`src/rtl/axis_serializer.sv`:
```
`default_nettype none
// ============================================================================
// Module   : axis_serializer
// Purpose  : Splits one wide AXI-stream word into BYTES narrow beats, LSB first.
// Revision : 1.0
// ============================================================================
module axis_serializer #(
  parameter int WIDTH      = 8,
  parameter int BYTES      = 4,
  parameter int SIZE_WIDTH = 3
) (
  input  logic                   clock,
  input  logic                   reset,
  input  logic [BYTES*WIDTH-1:0] idata,
  input  logic                   ivalid,
  output logic                   iready,
  output logic [WIDTH-1:0]       odata,
  output logic                   ovalid,
  output logic                   olast,
  input  logic                   oready,
  output logic [SIZE_WIDTH-1:0]  size
);

  logic [BYTES*WIDTH-1:0] shift_q, shift_d;
  logic [SIZE_WIDTH-1:0]  size_q, size_d;
  logic                   olast_q, olast_d;
  logic                   w_in_fire;
  logic                   w_out_fire;

  assign ovalid     = (size_q != '0);
  // oready feeds iready so the next word can load on the cycle the last beat leaves
  assign iready     = (size_q == '0) || ((size_q == SIZE_WIDTH'(1)) && oready);
  assign w_in_fire  = ivalid && iready;
  assign w_out_fire = ovalid && oready;

  always_comb begin
    shift_d = shift_q;
    size_d  = size_q;
    olast_d = olast_q;
    if (w_in_fire) begin
      shift_d = idata;
      size_d  = SIZE_WIDTH'(BYTES);
      olast_d = 1'b0;
    end else if (w_out_fire) begin
      shift_d = shift_q >> WIDTH;
      size_d  = size_q - SIZE_WIDTH'(1);
      olast_d = (size_q == SIZE_WIDTH'(2));
    end
  end

  always_ff @(posedge clock or posedge reset) begin
    if (reset) begin
      shift_q <= '0;
      size_q  <= '0;
      olast_q <= 1'b0;
    end else begin
      shift_q <= shift_d;
      size_q  <= size_d;
      olast_q <= olast_d;
    end
  end

  assign odata = shift_q[WIDTH-1:0];
  assign olast = olast_q;
  assign size  = size_q;

endmodule
`default_nettype wire
```
`config.mk`:
```
export PLATFORM = sky130hd
export DESIGN_NAME = axis_serializer
export DESIGN_NICKNAME = d
export VERILOG_FILES = /design/src/rtl/axis_serializer.sv
export SDC_FILE = /design/constraint.sdc
export NUM_CORES = 1
export LEC_CHECK = 0
export ABC_AREA = 1
export CORE_ASPECT_RATIO = 0.75
export CORE_MARGIN = 2
export CORE_UTILIZATION = 55
export CTS_BUF_LIST = sky130_fd_sc_hd__clkbuf_4 sky130_fd_sc_hd__clkbuf_8
export CTS_CLUSTER_SIZE = 28
export DETAILED_ROUTE_END_ITERATION = 8
export HOLD_SLACK_MARGIN = 0.15
export PLACE_DENSITY = 0.91
export REMOVE_ABC_BUFFERS = 1
export SYNTH_ARGS = -nofsm -noshare
export SYNTH_HDL_FRONTEND = slang
export SYNTH_SLANG_ARGS = --single-unit
export TNS_END_PERCENT = 30
```
`constraint.sdc`:
```
create_clock -name clock -period 3.1 [get_ports clock]
set_clock_uncertainty 0.2 [all_clocks]
set_input_delay 0.62 -clock clock [delete_from_list [all_inputs] [get_ports clock]]
set_output_delay 0.62 -clock clock [all_outputs]
set_load 0.1 [all_outputs]
```
==> out/qor.yml, run 1 <==
layout:
  fill_cells: 270
  nets: 349
  diodes: 0
  instances_no_fill: 349
  final_util_pct: 73.3
  drive_gt1_share_pct: 10.4
  area_growth_pct: 23.3
detailed_routing:
  route.met3.wl_um: 317
  drt.antenna.violating_nets: 0
  drc_errors: 0
  routed_via_density: 5.05
  wl_met1_um: 1850
  drt_iter0_drc: 157
  drt_pre_antenna_iters: 4
  vias: 1763
  wl_per_cell_um: 11.8
  highest_layer: "met4"
  routed_wirelength_um: 4130
  wl_met2_um: 1930
clock_tree:
  cts_tree: "done"
  clkTransAtPathRegs_ns: 0.07
  clock-root-buffer: "clkbuf_8"
  clk_latency_ns: 0.28
  cts_buffers: 5
  post_cts.repair.setup_buffers: 0
  holdBufCountCts: 0
  ctsResizeCount: 0
  clock_sinks: 36
  cts_buffer_depth: 2
  htree_num_levels: 2
synthesis:
  async_flop_share_pct: 100
  yosys_warnings: 0
  seq_area_frac_synth_pct: 44.9
  netlist.area_leader.share_pct: 44.9
  synthFlopType: "dfrtp_1"
  syn-instance-count: 270
  ys_ff_latch: 36
  syn_area_mm2: 0.00201
  yosysMostFrequentCell: "nand2_1"
  synth_common_cells: "nand2_1 (79), nand3_1 (60), inv_1 (51)"
  ys_types: 15
  syn_avg_cell_area_um2: 7.43
  synth.area.top_cells: "dfrtp_1 (45%), nand3_1 (15%), nand2_1 (15%), inv_1 (9.5%), buf_4 (5.6%)"
  synth_edf_count: 0
  yosysTopAreaCell: "dfrtp_1"
floorplanning:
  coreArea_mm2: 0.00338
  die_x_um: 73.8
  initial_utilization_pct: 59.4
  dieHeight_um: 56.3
  std_cell_rows: 18
  ios: 50
  dieArea_mm2: 0.00415
timing:
  slew_violations: 0
  slew_headroom_pct: 67.3
  worstMarginPinSlew_ns: 0.488
  grt_setup_unrepaired: "false"
  hold_viol: 0
  min_period_ns: 2.33
  finalCritPeriodShare_pct: 75.1
  finalSetupViolations: 0
  fmax_mhz: 429
  setup_ws_ns: 0.771
critical_path:
  slowest_stage: "clkdlybuf4s50_1"
  cpPeakStageDelay_ns: 0.47
  cp_data_arrival_time_ns: 1.51
  path_max_fanout: 3
  crit_path_end_kind: "output port"
  crit_path_start_kind: "input port"
  ff2ff_path_depth: 8
  timing.rr.end: "size[0]$_DFFE_PP0P_"
  critPathKind: "in2out"
  r2r_slack_ns: 1.07
  reg2reg_from: "size[0]$_DFFE_PP0P_"
  worstPathRequired_ns: 2.28
  path_cells: "clkdlybuf4s50_1 -> nand3_1 -> nand2_2 -> buf_12"
hold_path:
  hold_end: "shift_q[18]$_DFFE_PP0P_"
  whs_path_depth: 2
  hold_class: "reg2reg"
  min_from: "shift_q[18]$_DFFE_PP0P_"
place:
  hpwl_um: 2770
  gp_congestion: 0.874
  dpl.cell_count: 342
  place_ws_ns: 0.740
  io_buffers: 49
global_route:
  grt_usage_pct: 20.9
  grt_antenna_before_repair: 0
  grt_start_max_net_pins: 37
  grt_pass1_vias: 1654
  grt_pass1_wl_um: 6960
  gr-total-overflow: 0
flow_run:
  maxCapViolCount: 0
power_and_ir_drop:
  p_per_area_mw_per_mm2: 992
  ir_drop_v: 0.000826
  p_leak_nw: 1.40
run_status:
  status: "finished, final reports clean"
[cell families after synthesis]
| family | Yosys count | synth area share [%] |
|---|---|---|
| simple gates | 144 | 31.4 |
| buf+inv | 75 | 18.5 |
| flops | 36 | 44.9 |
| fa+ha+maj | 4 | 2.49 |
| compound gates | 11 | 2.74 |
[cell type report]
| type | count | area, µm² | share of cell area (%) |
|---|---|---|---|
| flip-flops and latches | 36 | 901 | 36.4 |
| multi-input cells | 159 | 736 | 29.7 |
| repair buffers | 54 | 505 | 20.4 |
| inverters | 53 | 201 | 8.14 |
| clock buffers | 6 | 76.3 | 3.08 |
| well taps | 40 | 50.0 | 2.02 |
| clock inverters | 1 | 5.00 | 0.202 |
[cells in the final DEF, fill, tap and decap left out, types with 3 or more instances in the layout]
master	instances
clkbuf_8	5
inv_1	51
buf_4	18
ha_1	4
o21ai_0	10
dfrtp_1	36
nand2_1	79
nand2_2	3
nand3_1	60
clkdlybuf4s50_1	35
[where the power goes]
part	switching, mW	total, mW	internal, mW	leakage, nW
Clock	0.154	0.315	0.161	0.0445
Sequential	0.0865	0.726	0.640	0.472
Combinational	1.05	1.41	0.367	0.885
Total	1.29	2.46	1.17	1.40
[per-layer routing]
layer	vias to the layer above	global-route usage, %
li1	889	-
met1	812	27.5
met2	57	35.2
met3	5	5.39
met4	0	3.90
met5	-	0
[per-stage QoR]
stage	total power, mW	hold WS, ns	area, µm²	TNS [ns]
after CTS	2.47	0.284	2470	0
after global routing	2.61	0.295	2470	0
final	2.46	0.279	2470	0
after floorplan	1.77	0.249	1840	-11.89
after detailed placement	2.15	0.265	2390	0
after global placement	2.12	0.264	2390	0
[worst max path at each step]
stage | startpoint | end | slack (ns) | cells after the start
after floorplan | size[0]$_DFFE_PP0P_ | olast$_DFFE_PP0P_ | -0.41 | 7
after global placement | oready | iready | 0.77 | 4
after detailed placement | oready | olast$_DFFE_PP0P_ | 0.74 | 7
after CTS | oready | iready | 0.77 | 4
after global routing | oready | iready | 0.72 | 4
final | oready | iready | 0.77 | 4
[state kept, by name (all words and copies together), names as in the netlist]
register / count
olast: 1
shift_q: 32
size: 3
[critical path, delay by kind of cell]
family        cells  cell delay [ns]
simple gates      2             0.23
buf+inv           2             0.66
Note: power is estimated with default switching activity, not from simulation.
==> run 2, diff against run 1 <==
--- a/config.mk
+++ b/config.mk
@@ -8,12 +8,12 @@
 export ABC_AREA = 1
 export CORE_ASPECT_RATIO = 0.75
 export CORE_MARGIN = 2
-export CORE_UTILIZATION = 55
+export CORE_UTILIZATION = 46
 export CTS_BUF_LIST = sky130_fd_sc_hd__clkbuf_4 sky130_fd_sc_hd__clkbuf_8
 export CTS_CLUSTER_SIZE = 28
 export DETAILED_ROUTE_END_ITERATION = 8
 export HOLD_SLACK_MARGIN = 0.15
-export PLACE_DENSITY = 0.91
+export PLACE_DENSITY = 0.81
 export REMOVE_ABC_BUFFERS = 1
 export SYNTH_ARGS = -nofsm -noshare
 export SYNTH_HDL_FRONTEND = slang
==> constraint.sdc (replaced) <==
create_clock -name clock -period 1.9 [get_ports clock]
set_clock_uncertainty 0.2 [all_clocks]
set_input_delay 0.38 -clock clock [delete_from_list [all_inputs] [get_ports clock]]
set_output_delay 0.38 -clock clock [all_outputs]
set_load 0.1 [all_outputs]
==> run 2 against run 1 <==
Highest routed layer unchanged. Cell area grew 14%. Flip-flop and latch count did not move. Largest power group unchanged. Register-to-register slack lost 0.94 ns. Clock power increased by 90%. First-iteration DRC count fell by 9.6%. Critical path depth rose by 1.
==> out/qor.yml, run 2 (synthesized netlist as in run 1, its figures left out) <==
critical_path:
  crit_start: "size[1]$_DFFE_PP0P_"
  path_max_fanout: 3  # unchanged
  critPathKind: "reg2out"
  cp_data_arrival_time_ns: 1.31  # -0.20 ns
  reg2reg_from: "size[0]$_DFFE_PP0P_"
  r2r_slack_ns: 0.13  # -0.94 ns
  crit_path_end_kind: "output port"
  worstPathRequired_ns: 1.32  # -0.96 ns
  crit_path_start_kind: "flip-flop"
layout:
  nets: 360  # +3.2%
  area_growth_pct: 41.1
  layout_commonest_cell: "nand2_1"
  largest_reg_flops: 32  # unchanged
  layout_common_cells: "nand2_1 (79), nand3_1 (59), inv_1 (49), dfrtp_1 (36), clkdlybuf4s50_1 (35)"
  diodes: 0  # unchanged
  drive_gt1_share_pct: 15.3  # +4.9 points
  largest_register: "shift_q"
timing:
  finalCritPeriodShare_pct: 99.4
  grt_setup_unrepaired: "true"
  min_period_ns: 1.89
  finalSetupViolations: 0  # unchanged
  slew_violations: 0  # unchanged
  whs_ns: 0.229  # -0.0499 ns
  hold_viol: 0  # unchanged
  setup_ws_ns: 0.0105  # -0.760 ns
  slew_headroom_pct: 82.0  # +15 points
  fmax_mhz: 529
  worstMarginPinSlew_ns: 0.269  # -0.219 ns
power_and_ir_drop:
  pwr-share-clk_pct: 12.6  # -0.2 points
  p_comb_share_pct: 61.5  # +3.9 points
  switching_share_pct: 48.5  # -4.0 points
  p_int_mw: 2.45  # +110%
  ir_drop_v: 0.00129  # +56%
  p_leak_nw: 1.53  # +9.0%
  p_per_area_mw_per_mm2: 1670  # +69%
  p_total_mw: 4.74  # +93%
  power.switching_mw: 2.30  # +79%
  seqPwrFrac_pct: 25.9  # -3.7 points
detailed_routing:
  routed_via_density: 4.94  # -2.1%
  drt_pre_antenna_iters: 6  # +2
  vias: 1859  # +5.4%
  wl_per_cell_um: 12.1  # +2.7%
  drt.antenna.violating_nets: 0  # unchanged
  drt_iter0_drc: 142  # -9.6%
  drc_errors: 0  # unchanged
  routed_wirelength_um: 4570  # +11%
place:
  place_ws_ns: -0.0575  # -0.798 ns
  hpwl_um: 2990  # +7.7%
  io_buffers: 49  # unchanged
  gp_congestion: 0.842  # -3.6%
hold_path:
  hold_class: "in2async"
floorplanning:
  dieHeight_um: 61.2  # +8.7%
  dieArea_mm2: 0.00491  # +18%
  std_cell_rows: 20  # +2
  die_x_um: 80.3  # +8.8%
  coreArea_mm2: 0.00413  # +22%
  initial_utilization_pct: 48.6  # -11 points
  ios: 50  # unchanged
global_route:
  grt_antenna_before_repair: 0  # unchanged
  grt_pass1_vias: 1740  # +5.2%
  grt_start_max_net_pins: 37  # unchanged
  gr-total-overflow: 0  # unchanged
  grt_usage_pct: 21.0  # +0.090 points
  grt_pass1_wl_um: 7840  # +13%
clock_tree:
  holdBufCountCts: 0  # unchanged
  clock_sinks: 36  # unchanged
  clkTransAtPathRegs_ns: 0.07  # about the same
  cts_buffer_depth: 2  # unchanged
  htree_num_levels: 2  # unchanged
  clock-root-buffer: "clkbuf_8"
  cts_buffers: 5  # unchanged
  cts_tree: "done"
  clk_latency_ns: 0.29  # about the same
flow_run:
  maxCapViolCount: 0  # unchanged
run_status:
  status: "finished, final reports clean"
-- run 2: cell types whose count changed in the layout (fill, tap and decap cells not counted), moves of 2 or more --
cell and delta:
inv_2 +2, inv_1 -2, nand2_2 -2, ha_4 +2, ha_1 -2, buf_12 +15
buf_4 -5
-- run 2: layer usage --
metal	track usage, %	up-vias	part of all wire (%)
met5	0	-	0
met4	8.96	0	1.6
met3	5.87	10	8.7
met2	32.9	80	45
met1	28.1	858	45
li1	-	911	-
-- run 2: worst paths after layout --
path | to | cells past startpoint
max | iready | 5
min | shift_q[0]$_DFFE_PP0P_ | 3
max reg2reg | olast$_DFFE_PP0P_ | 8
min reg2reg | shift_q[23]$_DFFE_PP0P_ | 2
max in group asynchronous | shift_q[10]$_DFFE_PP0P_ | 3
min in group clock | shift_q[23]$_DFFE_PP0P_ | 2
-- run 2: layout make-up --
class | count | area, µm²
multi-input cells | 159 | 785
clock buffers | 8 | 97.6
well taps | 55 | 68.8
flip-flops and latches | 36 | 901
inverters | 53 | 201
fillers | 336 | 1300
repair buffers | 65 | 779
-- run 2: power groups by stage --
stage / sequential (mW) / clock, mW / combinational (mW)
finish: 1.23 / 0.599 / 2.92
global route: 1.25 / 0.647 / 3.14
CTS: 1.22 / 0.594 / 2.89
detailed placement: 1.23 / 0 / 2.73
global placement: 1.22 / 0 / 2.68
floorplan: 1.92 / 0 / 0.968
-- run 2: timing repair --
item	CTS	global route
buffers inserted	5	0
pin swaps	1	1
resized for setup	9	2
endpoints found under the setup margin	2	5
-- run 2: worst max-delay path, stage by stage (launching register included) --
cell     delay, ns
dfrtp_1       0.39
inv_2         0.11
ha_4          0.16
nand2_4       0.07
nand2_4       0.10
buf_12        0.17
-- run 2: stage by stage --
stage,area (µm²),util [%],TNS (ns),cells
4_1_cts,2810,68.2,0,376
3_3_place_gp,2650,64.1,0,363
6_report,2830,68.6,0,376
3_5_place_dp,2650,64.1,-0.0902,363
2_1_floorplan,1840,-,-56.58,248
5_1_grt,2830,68.6,-0.0329,376
